File: config.mk
export PLATFORM = sky130hd
export DESIGN_NAME = reg8_load_driver
export DESIGN_NICKNAME = d
export VERILOG_FILES = /design/src/rtl/reg8_load_driver.sv
export SDC_FILE = /design/constraint.sdc
export NUM_CORES = 1
export LEC_CHECK = 0
export ABC_CLOCK_PERIOD_IN_PS = 3500
export CAP_MARGIN = 25
export CORE_ASPECT_RATIO = 0.75
export CORE_UTILIZATION = 50
export CTS_CLUSTER_SIZE = 14
export DETAILED_ROUTE_END_ITERATION = 6
export PLACE_DENSITY = 0.83
export SLEW_MARGIN = 15
export SYNTH_ARGS = -nofsm -noshare
export SYNTH_HDL_FRONTEND = slang
export SYNTH_SLANG_ARGS = --single-unit
File: constraint.sdc
create_clock -name CK -period 3.5 [get_ports CK]
set_input_delay 0.7 -clock CK [delete_from_list [all_inputs] [get_ports CK]]
set_output_delay 0.7 -clock CK [all_outputs]
set_load 0.005 [all_outputs]
File: src/rtl/reg8_load_driver.sv
// reg8_load_driver: drives an 8-bit edge-triggered load register (D, EN_N, CLR_N, CK, Q)
// with cycle-counted setup, clock pulse and hold windows. It then samples Q and reports
// the readback value and a match flag on a one-cycle done pulse.
//
// state | meaning
// ------+-----------------------------------------------------------
// IDLE  | ready for a command; register pins parked
// SETUP | D/EN_N presented, waiting DSETUP cycles before the clock edge
// CKHI  | register clock high for one cycle
// HOLD  | clock low, D/EN_N still held for DHOLD cycles
// CLRP  | clear pulse, CLR_N low for DSETUP cycles
// WAIT  | pins released, waiting DCKQ cycles for Q to settle
// CHECK | readback captured, done pulse
`timescale 1ns/1ps
module reg8_load_driver #(
  parameter int DSETUP = 1,
  parameter int DHOLD  = 1,
  parameter int DCKQ   = 1
) (
  input  logic       CK,
  input  logic       CLR,
  input  logic       cmd_valid,
  input  logic       cmd_clr,
  input  logic [7:0] cmd_data,
  output logic       cmd_ready,
  output logic       done,
  output logic       match,
  output logic [7:0] rd_q,
  output logic [7:0] RD,
  output logic       REN_N,
  output logic       RCLR_N,
  output logic       RCK,
  input  logic [7:0] RQ
);

  localparam int MAXP = (DSETUP > DHOLD) ? ((DSETUP > DCKQ) ? DSETUP : DCKQ)
                                         : ((DHOLD > DCKQ) ? DHOLD : DCKQ);
  localparam int CW = $clog2(MAXP + 1);

  typedef enum logic [2:0] {
    S_IDLE  = 3'd0,
    S_SETUP = 3'd1,
    S_CKHI  = 3'd2,
    S_HOLD  = 3'd3,
    S_WAIT  = 3'd4,
    S_CHECK = 3'd5,
    S_CLRP  = 3'd6
  } state_t;

  state_t          r_state;
  state_t          w_next;
  logic [CW-1:0]   r_cnt;
  logic [CW-1:0]   w_cnt_load;
  logic            w_cnt_last;
  logic            w_accept;
  logic            r_cmd_clr;
  logic [7:0]      r_cmd_data;
  logic [7:0]      w_expected;

  logic            r_ready;
  logic            r_done;
  logic            r_match;
  logic [7:0]      r_rd_q;
  logic [7:0]      r_rd;
  logic            r_ren_n;
  logic            r_rclr_n;
  logic            r_rck;

  logic            w_ready;
  logic            w_done;
  logic [7:0]      w_rd;
  logic            w_ren_n;
  logic            w_rclr_n;
  logic            w_rck;
  logic            w_capture;

  assign w_cnt_last = (r_cnt == CW'(1));
  assign w_accept   = (r_state == S_IDLE) && cmd_valid;
  assign w_expected = r_cmd_clr ? 8'h00 : r_cmd_data;
  assign w_capture  = (r_state == S_WAIT) && (w_next == S_CHECK);

  // State register and shared down-counter, reloaded on every state change
  always_ff @(posedge CK) begin
    if (CLR) begin
      r_state <= S_IDLE;
      r_cnt   <= CW'(1);
    end else begin
      r_state <= w_next;
      if (w_next != r_state) begin
        r_cnt <= w_cnt_load;
      end else if (r_cnt > CW'(1)) begin
        r_cnt <= r_cnt - CW'(1);
      end
    end
  end

  // Next-state decode and the counter value for the state being entered
  always_comb begin
    w_next = r_state;
    case (r_state)
      S_IDLE:  if (cmd_valid) w_next = cmd_clr ? S_CLRP : S_SETUP;
      S_SETUP: if (w_cnt_last) w_next = S_CKHI;
      S_CKHI:  w_next = S_HOLD;
      S_HOLD:  if (w_cnt_last) w_next = S_WAIT;
      S_CLRP:  if (w_cnt_last) w_next = S_WAIT;
      S_WAIT:  if (w_cnt_last) w_next = S_CHECK;
      S_CHECK: w_next = S_IDLE;
      default: w_next = S_IDLE;
    endcase
    case (w_next)
      S_SETUP: w_cnt_load = CW'(DSETUP);
      S_CLRP:  w_cnt_load = CW'(DSETUP);
      S_HOLD:  w_cnt_load = CW'(DHOLD);
      S_WAIT:  w_cnt_load = CW'(DCKQ);
      default: w_cnt_load = CW'(1);
    endcase
  end

  // Pin values decoded from the next state so every output comes straight off a flop
  always_comb begin
    w_ready  = (w_next == S_IDLE);
    w_done   = (w_next == S_CHECK);
    w_rck    = (w_next == S_CKHI);
    w_ren_n  = !((w_next == S_SETUP) || (w_next == S_CKHI) || (w_next == S_HOLD));
    w_rclr_n = (w_next != S_CLRP);
    w_rd     = r_rd;
    if (w_accept && !cmd_clr) begin
      w_rd = cmd_data;
    end
  end

  // Command latch: later changes on the command inputs are ignored
  always_ff @(posedge CK) begin
    if (CLR) begin
      r_cmd_clr  <= 1'b0;
      r_cmd_data <= 8'h00;
    end else if (w_accept) begin
      r_cmd_clr  <= cmd_clr;
      r_cmd_data <= cmd_data;
    end
  end

  // Output registers, including readback capture at the WAIT->CHECK edge
  always_ff @(posedge CK) begin
    if (CLR) begin
      r_ready  <= 1'b1;
      r_done   <= 1'b0;
      r_rck    <= 1'b0;
      r_ren_n  <= 1'b1;
      r_rclr_n <= 1'b1;
      r_rd     <= 8'h00;
      r_rd_q   <= 8'h00;
      r_match  <= 1'b0;
    end else begin
      r_ready  <= w_ready;
      r_done   <= w_done;
      r_rck    <= w_rck;
      r_ren_n  <= w_ren_n;
      r_rclr_n <= w_rclr_n;
      r_rd     <= w_rd;
      if (w_capture) begin
        r_rd_q <= RQ;
        // An unknown RQ fails the if-condition and reads as a mismatch
        if (RQ == w_expected) begin
          r_match <= 1'b1;
        end else begin
          r_match <= 1'b0;
        end
      end
    end
  end

  assign cmd_ready = r_ready;
  assign done      = r_done;
  assign match     = r_match;
  assign rd_q      = r_rd_q;
  assign RD        = r_rd;
  assign REN_N     = r_ren_n;
  assign RCLR_N    = r_rclr_n;
  assign RCK       = r_rck;

endmodule

Word level (Yosys, flattened, before mapping) --
Index checks and enable logic that the tools add are counted.
Storage, ports and cells: register bits after elaboration 35, bits of input ports 20, output and inout port bits 22, logic and storage cells 45
Cells by class: add/subtract/negate cells 1, magnitude comparators 1, eq/ne operators 12, multiplexer cells 8, reductions and logical operators 11
Operators by type and width (count):
- two-way mux 3 bit | 5
- one-hot mux 3 bit (5 select lines) | 1
- equality test 3 x 2 -> 1 bit, second input constant | 4
- equality test 3 bit, second input constant | 3
- equality test 8 bit | 1
- two-way mux 8 bit | 1
- equality test 3 x 1 -> 1 bit, second input constant | 2
- logical NOT 3 bit | 2
- OR reduction 2 bit | 2
- logical AND 1 bit | 3
- != test 3 bit | 1
- != test 3 bit, second input constant | 1
- logical NOT 1 bit | 2
- logical OR 1 bit | 2
- greater-than comparator 1 bit, second input constant | 1
- two-way mux 1 bit | 1
- subtractor 1 bit, second input constant | 1

Depth between registers and ports, before layout --
Gate-level depths: netlist of run 1.
depth in word-level cells 7, mapped depth 6, gate-level depth less buffers 5

Worst setup path after synthesis of run 1 --
No wires, ideal clock.
path type input to register, start point input RQ[3], end point register r_match (netlist: match), library setup time 0.079 ns, arrival time 1.407 ns, required time 3.421 ns, slack 2.014 ns, stages on the path 5, path buffers 0, cell sequence and4bb_1 a31oi_1 o32ai_1 nand4_1 a211oi_2
Between the ends: longest elaborated chain between the ends 2
RTL lines:
- start: declaration | line 33 | input logic [7:0] RQ
- equality test 8 bit | line 164 | if (RQ == w_expected) begin
- two-way mux 1 bit | line 164
- end signal: assignment | line 153 | r_match <= 1'b0;
- end signal: assignment | line 165 | r_match <= 1'b1;
- end signal: assignment | line 167 | r_match <= 1'b0;
- end: declaration | line 62 | logic r_match;
Every way passes these cells. A chain may end at the register's enable or synchronous reset.

Final worst setup path of run 1 --
start point input cmd_clr, end point register r_ready (netlist: cmd_ready)
Between the ends: longest elaborated chain between the ends 4
RTL lines:
- start: declaration | line 23 | input logic cmd_clr,
- two-way mux 3 bit (2 in a row) | line 101 | S_IDLE: if (cmd_valid) w_next = cmd_clr ? S_CLRP : S_SETUP;
- one-hot mux 3 bit (5 select lines) | line 100 | case (r_state)
- logical NOT 3 bit | line 121 | w_ready = (w_next == S_IDLE);
- end signal: assignment | line 155 | r_ready <= w_ready;
- end: declaration | line 60 | logic r_ready;
Every way passes these cells.

==> results of run 1 <==
==> power by group through the flow <==
stage | clock (mW) | combinational [mW] | sequential, mW
6_report | 0.297 | 0.188 | 0.458
5_1_grt | 0.321 | 0.206 | 0.463
4_1_cts | 0.299 | 0.189 | 0.458
3_5_place_dp | 0 | 0.188 | 0.466
3_3_place_gp | 0 | 0.181 | 0.462
2_1_floorplan | 0 | 0.129 | 0.448
==> per-layer routing <==
layer / track usage [%] / part of all wire, %
met5: 0 / 0
met4: 8.519 / 1.4
met3: 8.178 / 5.6
met2: 37.02 / 46
met1: 29.05 / 47
==> worst max path at each step <==
stage                                       to     from  cells past startpoint
after detailed placement  cmd_ready$_SDFF_PP1_  cmd_clr                      5
after global placement    cmd_ready$_SDFF_PP1_  cmd_clr                      5
after global routing      cmd_ready$_SDFF_PP1_  cmd_clr                      5
after CTS                 cmd_ready$_SDFF_PP1_  cmd_clr                      5
after floorplan             match$_SDFFE_PP0P_    RQ[3]                      5
final                     cmd_ready$_SDFF_PP1_  cmd_clr                      5
==> flip-flops by register name (all words and copies together), names as in the netlist <==
| name | cells |
|---|---|
| RCLR_N | 1 |
| r_cmd_data | 8 |
| RD | 8 |
| match | 1 |
| REN_N | 1 |
| done | 1 |
| RCK | 1 |
| cmd_ready | 1 |
| r_cmd_clr | 1 |
| r_state | 3 |
| rd_q | 8 |
==> synth_stat cells (all sizes together) (2+ instances only) <==
library cell	instances	area share, %
a211oi	2	1.4
a21oi	26	8.9
a31oi	4	1.7
and4bb	4	3.4
buf	7	4.1
clkbuf	3	0.77
dfxtp	34	46
nand2	45	12
nand3b	2	1.9
nor2	13	5.0
nor3	3	1.0
nor4b	2	2.2
o21ai	8	3.0
o32ai	4	2.4
xnor2	4	2.4
==> per-stage QoR <==
step                      power (mW)  cell area [um2]  utilization (%)
after global routing          0.9900             1948            72.08
after detailed placement      0.6543             1857            68.70
after CTS                     0.9460             1948            72.08
after floorplan               0.5771             1465                -
final                         0.9434             1948            72.08
after global placement        0.6429             1857            68.70
==> cells in the final DEF (no fill, tap or decap), drive strengths merged, types with 2 or more instances in the layout <==
| cell type | count |
|---|---|
| a211oi | 2 |
| a21oi | 26 |
| a31oi | 4 |
| and4bb | 4 |
| clkbuf | 7 |
| clkdlybuf4s50 | 41 |
| dfxtp | 34 |
| nand2 | 45 |
| nand3b | 2 |
| nor2 | 13 |
| nor3 | 3 |
| nor4b | 2 |
| o21ai | 8 |
| o32ai | 4 |
| xnor2 | 4 |
==> logic make-up (layout without fill, tap and decap cells) <==
logic type | Yosys count | in the layout
xor+xnor | 4 | 4
simple gates | 72 | 72
flops | 34 | 34
buf+inv | 10 | 50
compound gates | 48 | 48
==> worst min-delay path: cells and delay by family (launching register included) <==
| family | cells | cell delay [ns] |
|---|---|---|
| flops | 1 | 0.31 |
| simple gates | 1 | 0.05 |
| compound gates | 1 | 0.05 |
==> cell type report <==
type	count	area, um2
clock buffers	7	86.33
repair buffers	42	417.9
flip-flops and latches	34	680.7
multi-input cells	124	713.2
well taps	36	45.04
clock inverters	1	5.005
fillers	221	754.5
==> out/results.txt, run 1 <==
status: finished, final reports clean
Place WS: 1.107 ns
Worst Setup End Kind: register
Initial Utilization: 54.21%
crit-path max cell delay: 0.68 ns
post-cts hold buffer count: 0
vias in the first global route: 1297
postcts setup bufs: 0
syn avg cell area: 8.721 um2
Syn. warnings: 0
Die W: 64.51 um
Post-Synth XOR/XNOR Area: 2.391%
clk sinks: 34
Reg2Reg Depth: 5
IO Count: 42
Flop pwr share: 48.6%
# DRC: 0
DRT Pass-1 Iters: 4
PwrDens: 484.2 mW/mm2
sequential-to-total area share from yosys stat: 46.46%
Cell Count, Final, Fillers Out: 244
Int Power: 0.6786 mW
remaining antenna violation count: 0
worst hold-check path type: reg2reg
simple-gate share of the synthesized area: 26.39%
initial antenna violation count: 0
Worst Skew: 0.006486 ns
Fin. Hold Viols: 0
max frequency: 480.8 MHz
Port Buf Inserts: 41
Hold Path Depth: 2
Resized cells post-CTS: 0
clk slew on worst S/H paths: 0.07 ns
clk_lat worst skew: 0.28 ns
Leak: 0.6928 nW
switching share of power: 28.06%
top_reg_cell synth: dfxtp_1
EDFF count, synth: 0
Buf/Inv on CP: 1
Rel. slew slack: 64.03%
n_diodes: 0
layout cells sized above 1: 7.212%
DR vias/cell: 5.398
Async S/R FF share, synth: 0%
measured slew at the worst slew-check pin: 0.5378 ns
setup TNS: 0 ns
drt initial violations: 36
Tot GR Track Use: 23.30%
Die ar.: 0.003153 mm2
synth-to-layout area growth: 32.96%
CP delay by family, top: buffers and inverters
Compound-Gate Fraction of Synth Area: 19.90%
CP max FO: 12
Clk network pwr share: 31.4%
Netlist cell types: 29
reg-to-reg critical path startpoint: r_state[1]$_SDFF_PP0_
largest net degree at the start of global routing: 21
WS Path Type: in2reg
routed length per instance: 13.86 um
CORE AREA: 0.002703 mm2
endpoints failing setup: 0
Max-cap violations: 0
CTS max path bufs: 2
hold_sp: rd_q[3]$_SDFFE_PP0P_
final period utilization: 59.43%
proportion of synthesized area in mux cells: 0%
htree depth: 2
floorplan row count: 16
Via Count: 1317
CTS Buf Count: 5
crit-path most repeated cell: nor3_1
Setup WS post-layout: 1.420 ns
CP Data Arrival Time: 2.24 ns
unrepaired setup endpoints after global routing: false
WP data required: 3.66 ns
Post-Synthesis Net Count: 188
pins over their slew limit: 0
root buffer cell: clkbuf_8
gpl congestion: 0.8272
placed cell count: 236
FF-to-FF setup slack: 2.09 ns
peak supply drop: 0.0002620 V
Post-Syn Area: 0.001465 mm2
Startpoint Class: primary input
CTS tree: yes
r2r endpoint: RD[0]$_SDFFE_PP0P_
Adder-Cell Fraction of Synth Area: 0%
Sw Pwr: 0.2647 mW
Mapped Cells: 168
Critical Path, Cell by Cell: clkdlybuf4s50_1, and2b_1, nor3_1, a2111oi_2, nor3_1
flops & latches, synth: 34
Die H: 48.88 um
Tmin final: 2.080 ns
Remaining Overflow, GRT: 0
Hold Slack: 0.4537 ns
main combinational cell family by area after synthesis: simple AND/OR/NAND/NOR gates
first-pass GRT wire length: 5664 um
DRT Wirelength: 3382 um
post-layout net count: 227
Worst Hold End: rd_q[3]$_SDFFE_PP0P_
Crit-path slowest cell: clkdlybuf4s50_1
Detailed Place HPWL: 2438 um
Comb power frac: 20.0%
Power figures use the tool's default switching activity.
==> inputs of run 2 (changes only) <==
- ABC_CLOCK_PERIOD_IN_PS: 3500 -> 2100
- CORE_UTILIZATION: 50 -> 46
- PLACE_DENSITY: 0.83 -> 0.78
- clock period: 3.5 -> 2.1 ns (I/O delays scaled with it)
==> run 2 against run 1 <==
- count of clock-buffer cells in the layout unchanged
- cell count up 1.2%
- via count is 0.91% lower
- flip-flop and latch count unchanged
- critical path type unchanged
- register-to-register slack worse by 1.4 ns
- global-route usage shrank 3.1 points
- clock power rose by 48%
- cell area is 0.13% higher
- sequential power is 66% higher
- setup slack worse by 0.89 ns
- largest power group unchanged
- first-iteration DRC count is 61% higher
- power rose by 60%
==> out/results.txt, run 2 (synthesis results as in run 1) <==
status: finished, final reports clean
worst hold-check path type: reg2reg
Rel. slew slack: 68.50%
Hold Path Depth: 2
DRT Pass-1 Iters: 4
# DRC: 0
clk sinks: 34
DR vias/cell: 5.283
FF-to-FF setup slack: 0.73 ns
measured slew at the worst slew-check pin: 0.4705 ns
hold_sp: rd_q[0]$_SDFFE_PP0P_
routed length per instance: 13.10 um
Reg2Reg Depth: 4
Resized cells post-CTS: 0
max frequency: 636.7 MHz
Reg area: 680.7 um2
# fillers: 248
WP data required: 2.29 ns
Via Count: 1305
layout cells sized above 1: 7.177%
leading cell type in the layout, fill and taps excluded: nand2_1
WS Path Type: in2reg
Critical Path, Cell by Cell: clkdlybuf4s50_1, and4bb_1, a31oi_1, o32ai_1, nand4_1, a211oi_2
fin util: 65.50%
Cell Count, Final, Fillers Out: 247
pins over their slew limit: 0
DRT Wirelength: 3236 um
unrepaired setup endpoints after global routing: false
endpoints failing setup: 0
Post-DP Area: 0.001874 mm2
post-cts hold buffer count: 0
Fin. Hold Viols: 0
Port Buf Inserts: 41
Max-cap violations: 0
CORE AREA: 0.002978 mm2
largest net degree at the start of global routing: 19
root buffer cell: clkbuf_8
CTS Buf Count: 5
setup TNS: 0 ns
IO Count: 42
final period utilization: 74.80%
htree depth: 2
remaining antenna violation count: 0
Worst Setup End Kind: register
area of the multi-input gates: 713.2 um2
r2r endpoint: match$_SDFFE_PP0P_
peak supply drop: 0.0004778 V
reg-to-reg critical path startpoint: r_state[1]$_SDFF_PP0_
crit-path max cell delay: 0.57 ns
Die H: 50.88 um
Worst Skew: 0.004492 ns
clk_lat worst skew: 0.28 ns
Crit-path slowest cell: clkdlybuf4s50_1
first-pass GRT wire length: 5181 um
placed cell count: 240
Worst Hold End: rd_q[0]$_SDFFE_PP0P_
Die W: 67.17 um
CP Data Arrival Time: 1.77 ns
Startpoint Class: primary input
floorplan row count: 17
Tot GR Track Use: 20.15%
Critical path origin: RQ[6]
initial antenna violation count: 0
drt initial violations: 58
Die ar.: 0.003417 mm2
Place WS: 0.2611 ns
synth-to-layout area growth: 33.13%
Leak: 0.6925 nW
gpl congestion: 0.8245
vias in the first global route: 1172
n_diodes: 0
postcts setup bufs: 0
Initial Utilization: 49.20%
Tmin final: 1.571 ns
Detailed Place HPWL: 2342 um
clk slew on worst S/H paths: 0.06 ns
post-layout net count: 229
cell area after layout: 0.001951 mm2
CTS max path bufs: 2
most frequent cells in the layout: nand2_1 (45), clkdlybuf4s50_1 (41), dfxtp_1 (34), a21oi_1 (26), nor2_1 (11)
CTS tree: yes
CP max FO: 4
Setup WS post-layout: 0.5293 ns
PwrDens: 775.4 mW/mm2
Remaining Overflow, GRT: 0
[run 2: changes by cell type in the layout (fill, tap and decap cells not counted)]
cell      change
clkbuf_8      -1
buf_4         +2
clkinv_2      -1
clkbuf_1      +1
[run 2: worst max-delay path by stage]
stage | endpoint | slack (ns) | cells past startpoint
6_report | match$_SDFFE_PP0P_ | 0.53 | 6
5_1_grt | match$_SDFFE_PP0P_ | 0.45 | 6
4_1_cts | match$_SDFFE_PP0P_ | 0.53 | 6
3_5_place_dp | match$_SDFFE_PP0P_ | 0.26 | 6
3_3_place_gp | match$_SDFFE_PP0P_ | 0.31 | 6
2_1_floorplan | match$_SDFFE_PP0P_ | 0.89 | 5
[run 2: stage by stage]
stage	power, mW	hold slack (ns)
final	1.513	0.4626
after global routing	1.591	0.4818
after CTS	1.522	0.4622
after detailed placement	1.087	0.4540
after global placement	1.074	0.4409
after floorplan	0.9618	0.4527
[run 2: routing by layer]
metal | vias up | wire length, um | GRT usage (%)
li1 | 663 | - | -
met3 | 4 | 188 | 5.804
met2 | 49 | 1462 | 33.33
met4 | 0 | 25 | 5.319
met1 | 589 | 1559 | 25.45
met5 | - | 0 | 0
[run 2: cell type report]
| type | count | share of cell area [%] |
|---|---|---|
| multi-input combinational | 124 | 36.56 |
| timing repair buffer | 44 | 22.19 |
| clock buffer | 7 | 3.913 |
| tap | 38 | 2.437 |
| sequential | 34 | 34.89 |
[run 2: power breakdown]
group | internal (mW) | total [mW] | leakage [nW] | switching (mW)
Sequential | 0.702 | 0.761 | 0.278 | 0.0584
Combinational | 0.167 | 0.313 | 0.376 | 0.146
Clock | 0.228 | 0.439 | 0.0383 | 0.211
[run 2: worst max-delay path, delay by kind of cell]
kind	cells	cell delay, ns
AO/OA/AOI/OAI	3	0.41
AND/OR/NAND/NOR	2	0.37
buffers and inverters	1	0.57
